[src/rtl/prt_pkg.sv]
// Shared types for the PRT drain sequencer: FSM state encoding and the queued slot request.
// The optional statistics block is enabled with the PRT_DRAIN_STATS_EN macro in prt_drain_ctrl.
package prt_pkg;

  // Slot field width of a queued request; covers PRT instances of up to 256 slots.
  localparam int PRT_MAX_SLOT_W = 8;

  typedef logic [PRT_MAX_SLOT_W-1:0] prt_slot_t;

  typedef enum logic [1:0] {
    IDLE,
    START_RD,
    READ,
    INVAL
  } prt_drain_state_e;

  typedef struct packed {
    prt_slot_t slot;
    logic      drop;
  } prt_slot_req_t;

endpackage

[src/rtl/prt_slot_fifo.sv]
// Ring FIFO of completed-slot requests with registered-count full/empty.
// Depth need not be a power of two; pointers wrap explicitly at DEPTH-1.
module prt_slot_fifo
  import prt_pkg::*;
#(
  parameter int DEPTH = 2
) (
  input  logic          clk,
  input  logic          rst_n,
  input  logic          push,
  input  prt_slot_req_t wdata,
  input  logic          pop,
  output prt_slot_req_t rdata,
  output logic          full,
  output logic          empty
);

  localparam int PTR_W = (DEPTH > 1) ? $clog2(DEPTH) : 1;
  localparam int CNT_W = $clog2(DEPTH + 1);

  prt_slot_req_t    mem_q [DEPTH];
  logic [PTR_W-1:0] wr_ptr_q, wr_ptr_d;
  logic [PTR_W-1:0] rd_ptr_q, rd_ptr_d;
  logic [CNT_W-1:0] count_q, count_d;
  logic [DEPTH-1:0] vld_q, vld_d;
  logic             push_ok;
  logic             pop_ok;
  logic             dup_push;

  function automatic logic [PTR_W-1:0] ptr_inc(input logic [PTR_W-1:0] p);
    return (p == PTR_W'(DEPTH - 1)) ? '0 : p + PTR_W'(1);
  endfunction

  assign full    = (count_q == CNT_W'(DEPTH));
  assign empty   = (count_q == '0);
  assign push_ok = push && !full;
  assign pop_ok  = pop && !empty;
  assign rdata   = mem_q[rd_ptr_q];

  always_comb begin
    wr_ptr_d = wr_ptr_q;
    rd_ptr_d = rd_ptr_q;
    count_d  = count_q;
    vld_d    = vld_q;
    if (push_ok) begin
      wr_ptr_d        = ptr_inc(wr_ptr_q);
      vld_d[wr_ptr_q] = 1'b1;
    end
    if (pop_ok) begin
      rd_ptr_d        = ptr_inc(rd_ptr_q);
      vld_d[rd_ptr_q] = 1'b0;
    end
    unique case ({push_ok, pop_ok})
      2'b10:   count_d = count_q + CNT_W'(1);
      2'b01:   count_d = count_q - CNT_W'(1);
      default: count_d = count_q;
    endcase
  end

  always_ff @(posedge clk or negedge rst_n) begin
    if (!rst_n) begin
      wr_ptr_q <= '0;
      rd_ptr_q <= '0;
      count_q  <= '0;
      vld_q    <= '0;
    end else begin
      wr_ptr_q <= wr_ptr_d;
      rd_ptr_q <= rd_ptr_d;
      count_q  <= count_d;
      vld_q    <= vld_d;
    end
  end

  // Storage needs no reset: an entry is only read after it has been written.
  always_ff @(posedge clk) begin
    if (push_ok) begin
      mem_q[wr_ptr_q] <= wdata;
    end
  end

  // A slot id may be queued at most once; the valid mask exists only to check that.
  always_comb begin
    dup_push = 1'b0;
    for (int k = 0; k < DEPTH; k++) begin
      if (vld_q[k] && (mem_q[k].slot == wdata.slot)) begin
        dup_push = 1'b1;
      end
    end
  end

  a_no_dup_slot : assert property (@(posedge clk) disable iff (!rst_n) !(push && dup_push))
    else $error("prt_slot_fifo: slot id pushed while already queued");

endmodule

[src/rtl/prt_drain_ctrl.sv]
// Drains completed PRT slots in finish order: forwards stream the entry to egress then invalidate,
// drops invalidate directly. Optional saturating counters under `ifdef PRT_DRAIN_STATS_EN.
module prt_drain_ctrl
  import prt_pkg::*;
#(
  parameter  int DATA_WIDTH = 8,
  parameter  int NUM_SLOTS  = 2,
  parameter  int STAT_W     = 32,
  localparam int SLOT_W     = (NUM_SLOTS > 1) ? $clog2(NUM_SLOTS) : 1
) (
  input  logic                  CLK,
  input  logic                  RST_N,
  input  logic                  in_valid,
  input  logic [SLOT_W-1:0]     in_slot,
  input  logic                  in_drop,
  output logic                  in_ready,
  output logic                  prt_en_start_reading,
  output logic [SLOT_W-1:0]     prt_start_reading_slot,
  input  logic                  prt_rdy_start_reading,
  output logic                  prt_en_read,
  input  logic [DATA_WIDTH:0]   prt_read_entry,
  input  logic                  prt_rdy_read,
  output logic                  prt_en_invalidate,
  output logic [SLOT_W-1:0]     prt_invalidate_slot,
  input  logic                  prt_rdy_invalidate,
  output logic                  out_valid,
  output logic [DATA_WIDTH-1:0] out_data,
  output logic                  out_last,
  input  logic                  out_ready,
  output logic                  busy,
  output logic [STAT_W-1:0]     stat_fwd,
  output logic [STAT_W-1:0]     stat_drop,
  output logic [STAT_W-1:0]     stat_words
);

  // Handshakes: a transfer happens in a cycle where valid (or a PRT EN) and its ready (or RDY)
  // are both high; a valid is never withdrawn and its payload never changes until it transfers.

  prt_drain_state_e    state_q, state_d;
  logic [SLOT_W-1:0]   cur_slot_q, cur_slot_d;
  logic                cur_drop_q, cur_drop_d;
  prt_slot_req_t       push_req;
  prt_slot_req_t       head_req;
  logic                fifo_full;
  logic                fifo_empty;
  logic                fifo_pop;

  assign push_req.slot = PRT_MAX_SLOT_W'(in_slot);
  assign push_req.drop = in_drop;
  assign in_ready      = !fifo_full;

  prt_slot_fifo #(
    .DEPTH(NUM_SLOTS)
  ) u_slot_fifo (
    .clk  (CLK),
    .rst_n(RST_N),
    .push (in_valid && in_ready),
    .wdata(push_req),
    .pop  (fifo_pop),
    .rdata(head_req),
    .full (fifo_full),
    .empty(fifo_empty)
  );

  always_comb begin
    state_d              = state_q;
    cur_slot_d           = cur_slot_q;
    cur_drop_d           = cur_drop_q;
    fifo_pop             = 1'b0;
    prt_en_start_reading = 1'b0;
    prt_en_read          = 1'b0;
    prt_en_invalidate    = 1'b0;
    out_valid            = 1'b0;
    out_data             = '0;
    out_last             = 1'b0;
    unique case (state_q)
      IDLE: begin
        if (!fifo_empty) begin
          fifo_pop   = 1'b1;
          cur_slot_d = SLOT_W'(head_req.slot);
          cur_drop_d = head_req.drop;
          state_d    = head_req.drop ? INVAL : START_RD;
        end
      end
      START_RD: begin
        prt_en_start_reading = prt_rdy_start_reading;
        if (prt_rdy_start_reading) state_d = READ;
      end
      READ: begin
        // The PRT holds the current word until EN_read, so a stalled egress sees stable data.
        out_valid   = prt_rdy_read;
        out_data    = prt_read_entry[DATA_WIDTH-1:0];
        out_last    = prt_read_entry[DATA_WIDTH];
        prt_en_read = prt_rdy_read && out_ready;
        if (prt_en_read && prt_read_entry[DATA_WIDTH]) state_d = INVAL;
      end
      INVAL: begin
        prt_en_invalidate = prt_rdy_invalidate;
        if (prt_rdy_invalidate) state_d = IDLE;
      end
      default: state_d = IDLE;
    endcase
  end

  always_ff @(posedge CLK or negedge RST_N) begin
    if (!RST_N) begin
      state_q    <= IDLE;
      cur_slot_q <= '0;
      cur_drop_q <= 1'b0;
    end else begin
      state_q    <= state_d;
      cur_slot_q <= cur_slot_d;
      cur_drop_q <= cur_drop_d;
    end
  end

  assign prt_start_reading_slot = cur_slot_q;
  assign prt_invalidate_slot    = cur_slot_q;
  assign busy                   = (state_q != IDLE) || !fifo_empty;

  a_en_onehot : assert property (@(posedge CLK) disable iff (!RST_N)
    $onehot0({prt_en_start_reading, prt_en_read, prt_en_invalidate}))
    else $error("prt_drain_ctrl: more than one PRT method enabled");

`ifdef PRT_DRAIN_STATS_EN
  logic [STAT_W-1:0] stat_fwd_q, stat_fwd_d;
  logic [STAT_W-1:0] stat_drop_q, stat_drop_d;
  logic [STAT_W-1:0] stat_words_q, stat_words_d;

  always_comb begin
    stat_fwd_d   = stat_fwd_q;
    stat_drop_d  = stat_drop_q;
    stat_words_d = stat_words_q;
    if (prt_en_invalidate && !cur_drop_q && (stat_fwd_q != '1)) begin
      stat_fwd_d = stat_fwd_q + STAT_W'(1);
    end
    if (prt_en_invalidate && cur_drop_q && (stat_drop_q != '1)) begin
      stat_drop_d = stat_drop_q + STAT_W'(1);
    end
    if (prt_en_read && (stat_words_q != '1)) begin
      stat_words_d = stat_words_q + STAT_W'(1);
    end
  end

  always_ff @(posedge CLK or negedge RST_N) begin
    if (!RST_N) begin
      stat_fwd_q   <= '0;
      stat_drop_q  <= '0;
      stat_words_q <= '0;
    end else begin
      stat_fwd_q   <= stat_fwd_d;
      stat_drop_q  <= stat_drop_d;
      stat_words_q <= stat_words_d;
    end
  end

  assign stat_fwd   = stat_fwd_q;
  assign stat_drop  = stat_drop_q;
  assign stat_words = stat_words_q;
`else
  assign stat_fwd   = '0;
  assign stat_drop  = '0;
  assign stat_words = '0;
`endif

endmodule

[config.mk]
export PLATFORM = sky130hd
export DESIGN_NAME = prt_drain_ctrl
export DESIGN_NICKNAME = d
export VERILOG_FILES = /design/src/rtl/prt_pkg.sv /design/src/rtl/prt_slot_fifo.sv /design/src/rtl/prt_drain_ctrl.sv
export SDC_FILE = /design/constraint.sdc
export NUM_CORES = 1
export LEC_CHECK = 0
export ABC_AREA = 1
export ABC_CLOCK_PERIOD_IN_PS = 1480
export CORE_ASPECT_RATIO = 0.6
export CORE_MARGIN = 8
export CORE_UTILIZATION = 34
export CTS_BUF_LIST = sky130_fd_sc_hd__clkbuf_4 sky130_fd_sc_hd__clkbuf_8
export DETAILED_ROUTE_END_ITERATION = 7
export PLACE_DENSITY = 0.9
export RECOVER_POWER = 100
export SLEW_MARGIN = 20
export SYNTH_ARGS = -nofsm -noshare
export SYNTH_HDL_FRONTEND = slang
export SYNTH_HIERARCHICAL = 1
export SYNTH_SLANG_ARGS = --single-unit
[constraint.sdc]
create_clock -name CLK -period 1.48 [get_ports CLK]
set_input_delay 0.148 -clock CLK [delete_from_list [all_inputs] [get_ports CLK]]
set_output_delay 0.148 -clock CLK [all_outputs]
set_load 0.1 [all_outputs]
* Word-level counts from Yosys, hierarchy flattened
Memories as Yosys holds them, arrays and structs flattened.
Index checks and enable logic that the tools add are counted.
** Word-level totals
- Output and inout port bits :: 113
- Flip-flop bits (word level) :: 7
- Bits in read-only memories :: 0
- Memories kept :: 1
- Input bits :: 18
- Memory bits (writable) :: 4
- Logic and storage cells :: 54
- Bits in latches :: 0
** Cells by class
- Muxes and demuxes :: 19
- Multipliers :: 0
- Bitwise operators :: 1
- Divide/modulo/power cells :: 0
- Magnitude comparators :: 0
- Reduce and logical (&&, ||, !) cells :: 14
- Add/subtract/negate cells :: 4
- Shift-type cells :: 0
- Equal/unequal tests :: 10
** Memory list
- u_slot_fifo.mem_q :: words 2, bits a word 2, rd ports 1, clocked after memory_dff 0, wr ports 1, line prt_slot_fifo.sv:21 : prt_slot_req_t mem_q [DEPTH];
** Operators with widths (count)
- 1-bit 2-to-1 mux :: 11
- 2-bit 2-to-1 mux :: 5
- 2-bit equality test (second input constant) :: 4
- 8-bit 2-to-1 mux :: 1
- 2-bit != test (second input constant) :: 4
- 2-bit case mux with 4 select lines :: 1
- 1-bit logical AND :: 5
- 2-bit by 1-bit equality test with 1-bit output (second input constant) :: 2
- 2-bit zero test :: 2
- 2-bit case mux with 2 select lines :: 1
- 4-bit AND reduction :: 1
- 2-bit nonzero test :: 2
- 1-bit adder (second input constant) :: 2
- 2-bit by 1-bit adder with 2-bit output (second input constant) :: 1
- 1-bit zero test :: 2
- 2-bit AND reduction :: 1
- 2-bit by 1-bit subtractor with 2-bit output (second input constant) :: 1
- 1-bit logical OR :: 1
- 1-bit inverter :: 1

* Longest topological paths before layout
- Word-level depth :: 6
- Gate-level depth with buffers :: 13
- Gate-level depth less buffers :: 13

* Cells and area by module
Netlist, hierarchy kept.
** By module, submodules not included
- prt_drain_ctrl :: sequential area each 75.1 sq um, area an instance 1126.1 sq um, instances 1, cells an instance 169
- prt_slot_fifo :: sequential area each 640.6 sq um, area an instance 888.4 sq um, instances 1, cells an instance 79

* Worst setup path before layout
Ideal clock, no wire load.
- Path kind :: register to output
- Start :: register state_q[0]
- End :: output prt_en_read
- Buffers on the path :: 1
- Cell stages (with the launch flop) :: 6
- Path slack :: -795 ps
- Required time :: 1332 ps
- Arrival time :: 2127 ps
- Path through :: dfrtp_1 inv_1 ha_1 buf_4 nand2_1 nor2_1
** Between the ends
- Cells in the longest elaborated chain, start to end :: 2
** Ends and longest elaborated chain
- start, declared :: line prt_drain_ctrl.sv:39 : prt_drain_state_e state_q, state_d;
- start signal, assigned :: line prt_drain_ctrl.sv:111 : state_q <= state_d;
- 2-bit equality test :: line prt_drain_ctrl.sv:76 : unique case (state_q)
- 1-bit 2-to-1 mux :: line prt_drain_ctrl.sv:76
- end, declared :: line prt_drain_ctrl.sv:20 : output logic prt_en_read,
No other way between the ends.

* Final worst setup path
- Start :: register state_q[0]
- End :: output out_data[1]
** Between the ends
- Cells in the longest elaborated chain, start to end :: 2
** Ends and longest elaborated chain
- 2-bit equality test :: line prt_drain_ctrl.sv:76
- 8-bit 2-to-1 mux :: line prt_drain_ctrl.sv:76
- end, declared :: line prt_drain_ctrl.sv:27 : output logic [DATA_WIDTH-1:0] out_data,
No other way between the ends.

==> flow_summary.ini <==
[drt]
wl_mm = 3.51
antenna_left = 0
route.detailed.drc = 0
routedWlPerCell_um = 10.8
drt_iter0_drc = 15
via_count = 1058
vias_per_cell = 3.26
first_pass_iters = 4

[sta]
finalWorstSetupSlack_ns = -0.104
clock-skew-final_ns = 0.00153
fmax_mhz = 631
period_minus_slack_ns = 1.58
slew_headroom_pct = 63.1
setup_violations = 14
rsz0062_at_grt = yes
worstMarginPinSlew_ns = 0.555
hold_violations = 0
drv_slew = 0
finalCritPeriodShare_pct = 107

[clock_tree]
insertion_delay_ns = 0.24
cts_tree = built
ctsHoldBuffers = 0
cts_buffers = 3
clockBufferDepth = 2
clk_pin_slew_ns = 0.05
htree_num_levels = 1
cts.sinks = 11
cts-root-buf = clkbuf_8

[setup_path]
critPathTopFamily = buffers and inverters
slowest_stage = dfrtp_1
reg2reg_from = state_q[1]
critPathCapture = out_data[1]
slowest_delay_ns = 0.37
crit_top_cell = buf_12
cp_data_required_time_ns = 1.33
crit_arrival_ns = 1.44
r2r_cells = 12
rrSetupSlack_ns = -0.10
rr_endpoint = u_slot_fifo/count_q[1]
critPathCaptureType = output port
worst-path-stages = 7
path_buf_inv = 5
cp_cell_sequence = inv_2 > buf_6 > ha_4 > buf_12 > nand2_4 > clkinvlp_4 > buf_12
startpoint_type = flip-flop
crit_fanout = 8
critPathLaunch = state_q[0]
crit_type = flip-flop to output port

[placed_design]
port_buffers = 34
dp_hpwl_mm = 3.02
dp_cells = 314
globalplace.congestion = 0.790

[cells_and_area]
diodes = 0
instances_no_fill = 325
nFillCells = 381
seq_area_sq_um = 295
multi_input_area_sq_um = 872
layout.nets = 290
drive_above_1_share_pct = 33.6
area_growth_pct = 40.3

[die]
io_pins = 131
rows = 18
dieArea_sq_mm = 0.00692
core_sq_mm = 0.00419
start_util_pct = 36.2
fp.dieH_um = 67.7
die_w_um = 102

[global_routing]
grt_pass1_vias = 1043
use_met1_pct = 8.73
grt-ovfl-total = 0
grt_max_degree = 9
grt_use_total_pct = 9.29
antenna_found_initial = 0
grt_pass1_wl_mm = 5.04
busiest_layer = met2
grt_use_met2_pct = 19.1
grtUsageMet3_pct = 3.18

[status]
violations = setup timing
status = complete, but fails checks

[logic_synthesis]
syn_avg_cell_area_sq_um = 7.11
postSynthCellCount = 213
synth_area_sq_mm = 0.00152
synth-warning-count = 6

[flow_run]
drv_cap = 0

[min_path]
hold_class = primary input to asynchronous set/reset pin
==> layer usage <==
metal | vias up | share of wire (%) | routed length (um)
li1 | 536 | - | -
met1 | 473 | 31 | 1090
met2 | 47 | 59 | 2090
met5 | - | 0 | 0
met4 | 0 | 0.34 | 12
met3 | 2 | 9.2 | 324
==> cells in the final DEF, fill, tap and decap left out, drive strengths merged <==
master	count
clkinvlp	10
conb	96
clkbuf	5
dlygate4sd3	3
nand4	1
nand2	40
dfrtp	7
nand3	7
clkinv	1
xnor2	1
o21ai	2
clkdlybuf4s50	14
inv	24
ha	6
buf	34
nor2	8
or2	2
edfxtp	4
==> how the worst min path moves through the flow <==
stage          start  cells past startpoint              endpoint  slack [ns]
2_1_floorplan  RST_N                      0   prt_invalidate_slot       -0.15
6_report       RST_N                      1  u_slot_fifo/wr_ptr_q        0.24
3_5_place_dp   RST_N                      1  u_slot_fifo/wr_ptr_q        0.45
5_1_grt        RST_N                      1            state_q[1]        0.26
3_3_place_gp   RST_N                      1  u_slot_fifo/wr_ptr_q        0.44
4_1_cts        RST_N                      1            state_q[1]        0.18
==> area by class of cell <==
class | instances | area share, %
well taps | 60 | 3.53
clock buffers | 4 | 2.30
multi-input cells | 163 | 41.0
flip-flops and latches | 11 | 13.9
repair buffers | 52 | 31.0
inverters | 35 | 8.30
==> state kept, by name (all words and copies together) (netlist names) <==
name                  cells
u_slot_fifo/count_q       2
state_q                   2
u_slot_fifo/mem_q         4
u_slot_fifo/rd_ptr_q      1
u_slot_fifo/wr_ptr_q      1
prt_invalidate_slot       1
==> per-stage QoR <==
step / TNS [ns] / setup WS (ns) / util, % / cell area [sq um] / hold slack [ns]
after floorplan: -0.252 / -0.0904 / - / 1950 / -0.148
after global placement: -0.0515 / -0.0515 / 45.0 / 1890 / 0.441
after detailed placement: -0.144 / -0.127 / 45.0 / 1890 / 0.445
after CTS: -1.11 / -0.104 / 49.7 / 2080 / 0.184
after global routing: -2.21 / -0.178 / 50.7 / 2130 / 0.258
final: -1.21 / -0.104 / 50.7 / 2130 / 0.242
==> timing repair <==
item	CTS	global route
endpoints found under the setup margin	13	16
gates resized for setup	30	9
cloned	0	0
buffers inserted	4	4
pin swaps	8	6
Power is not shown: default switching activity piles up to over one toggle a cycle in this logic, so the estimate is an artifact.
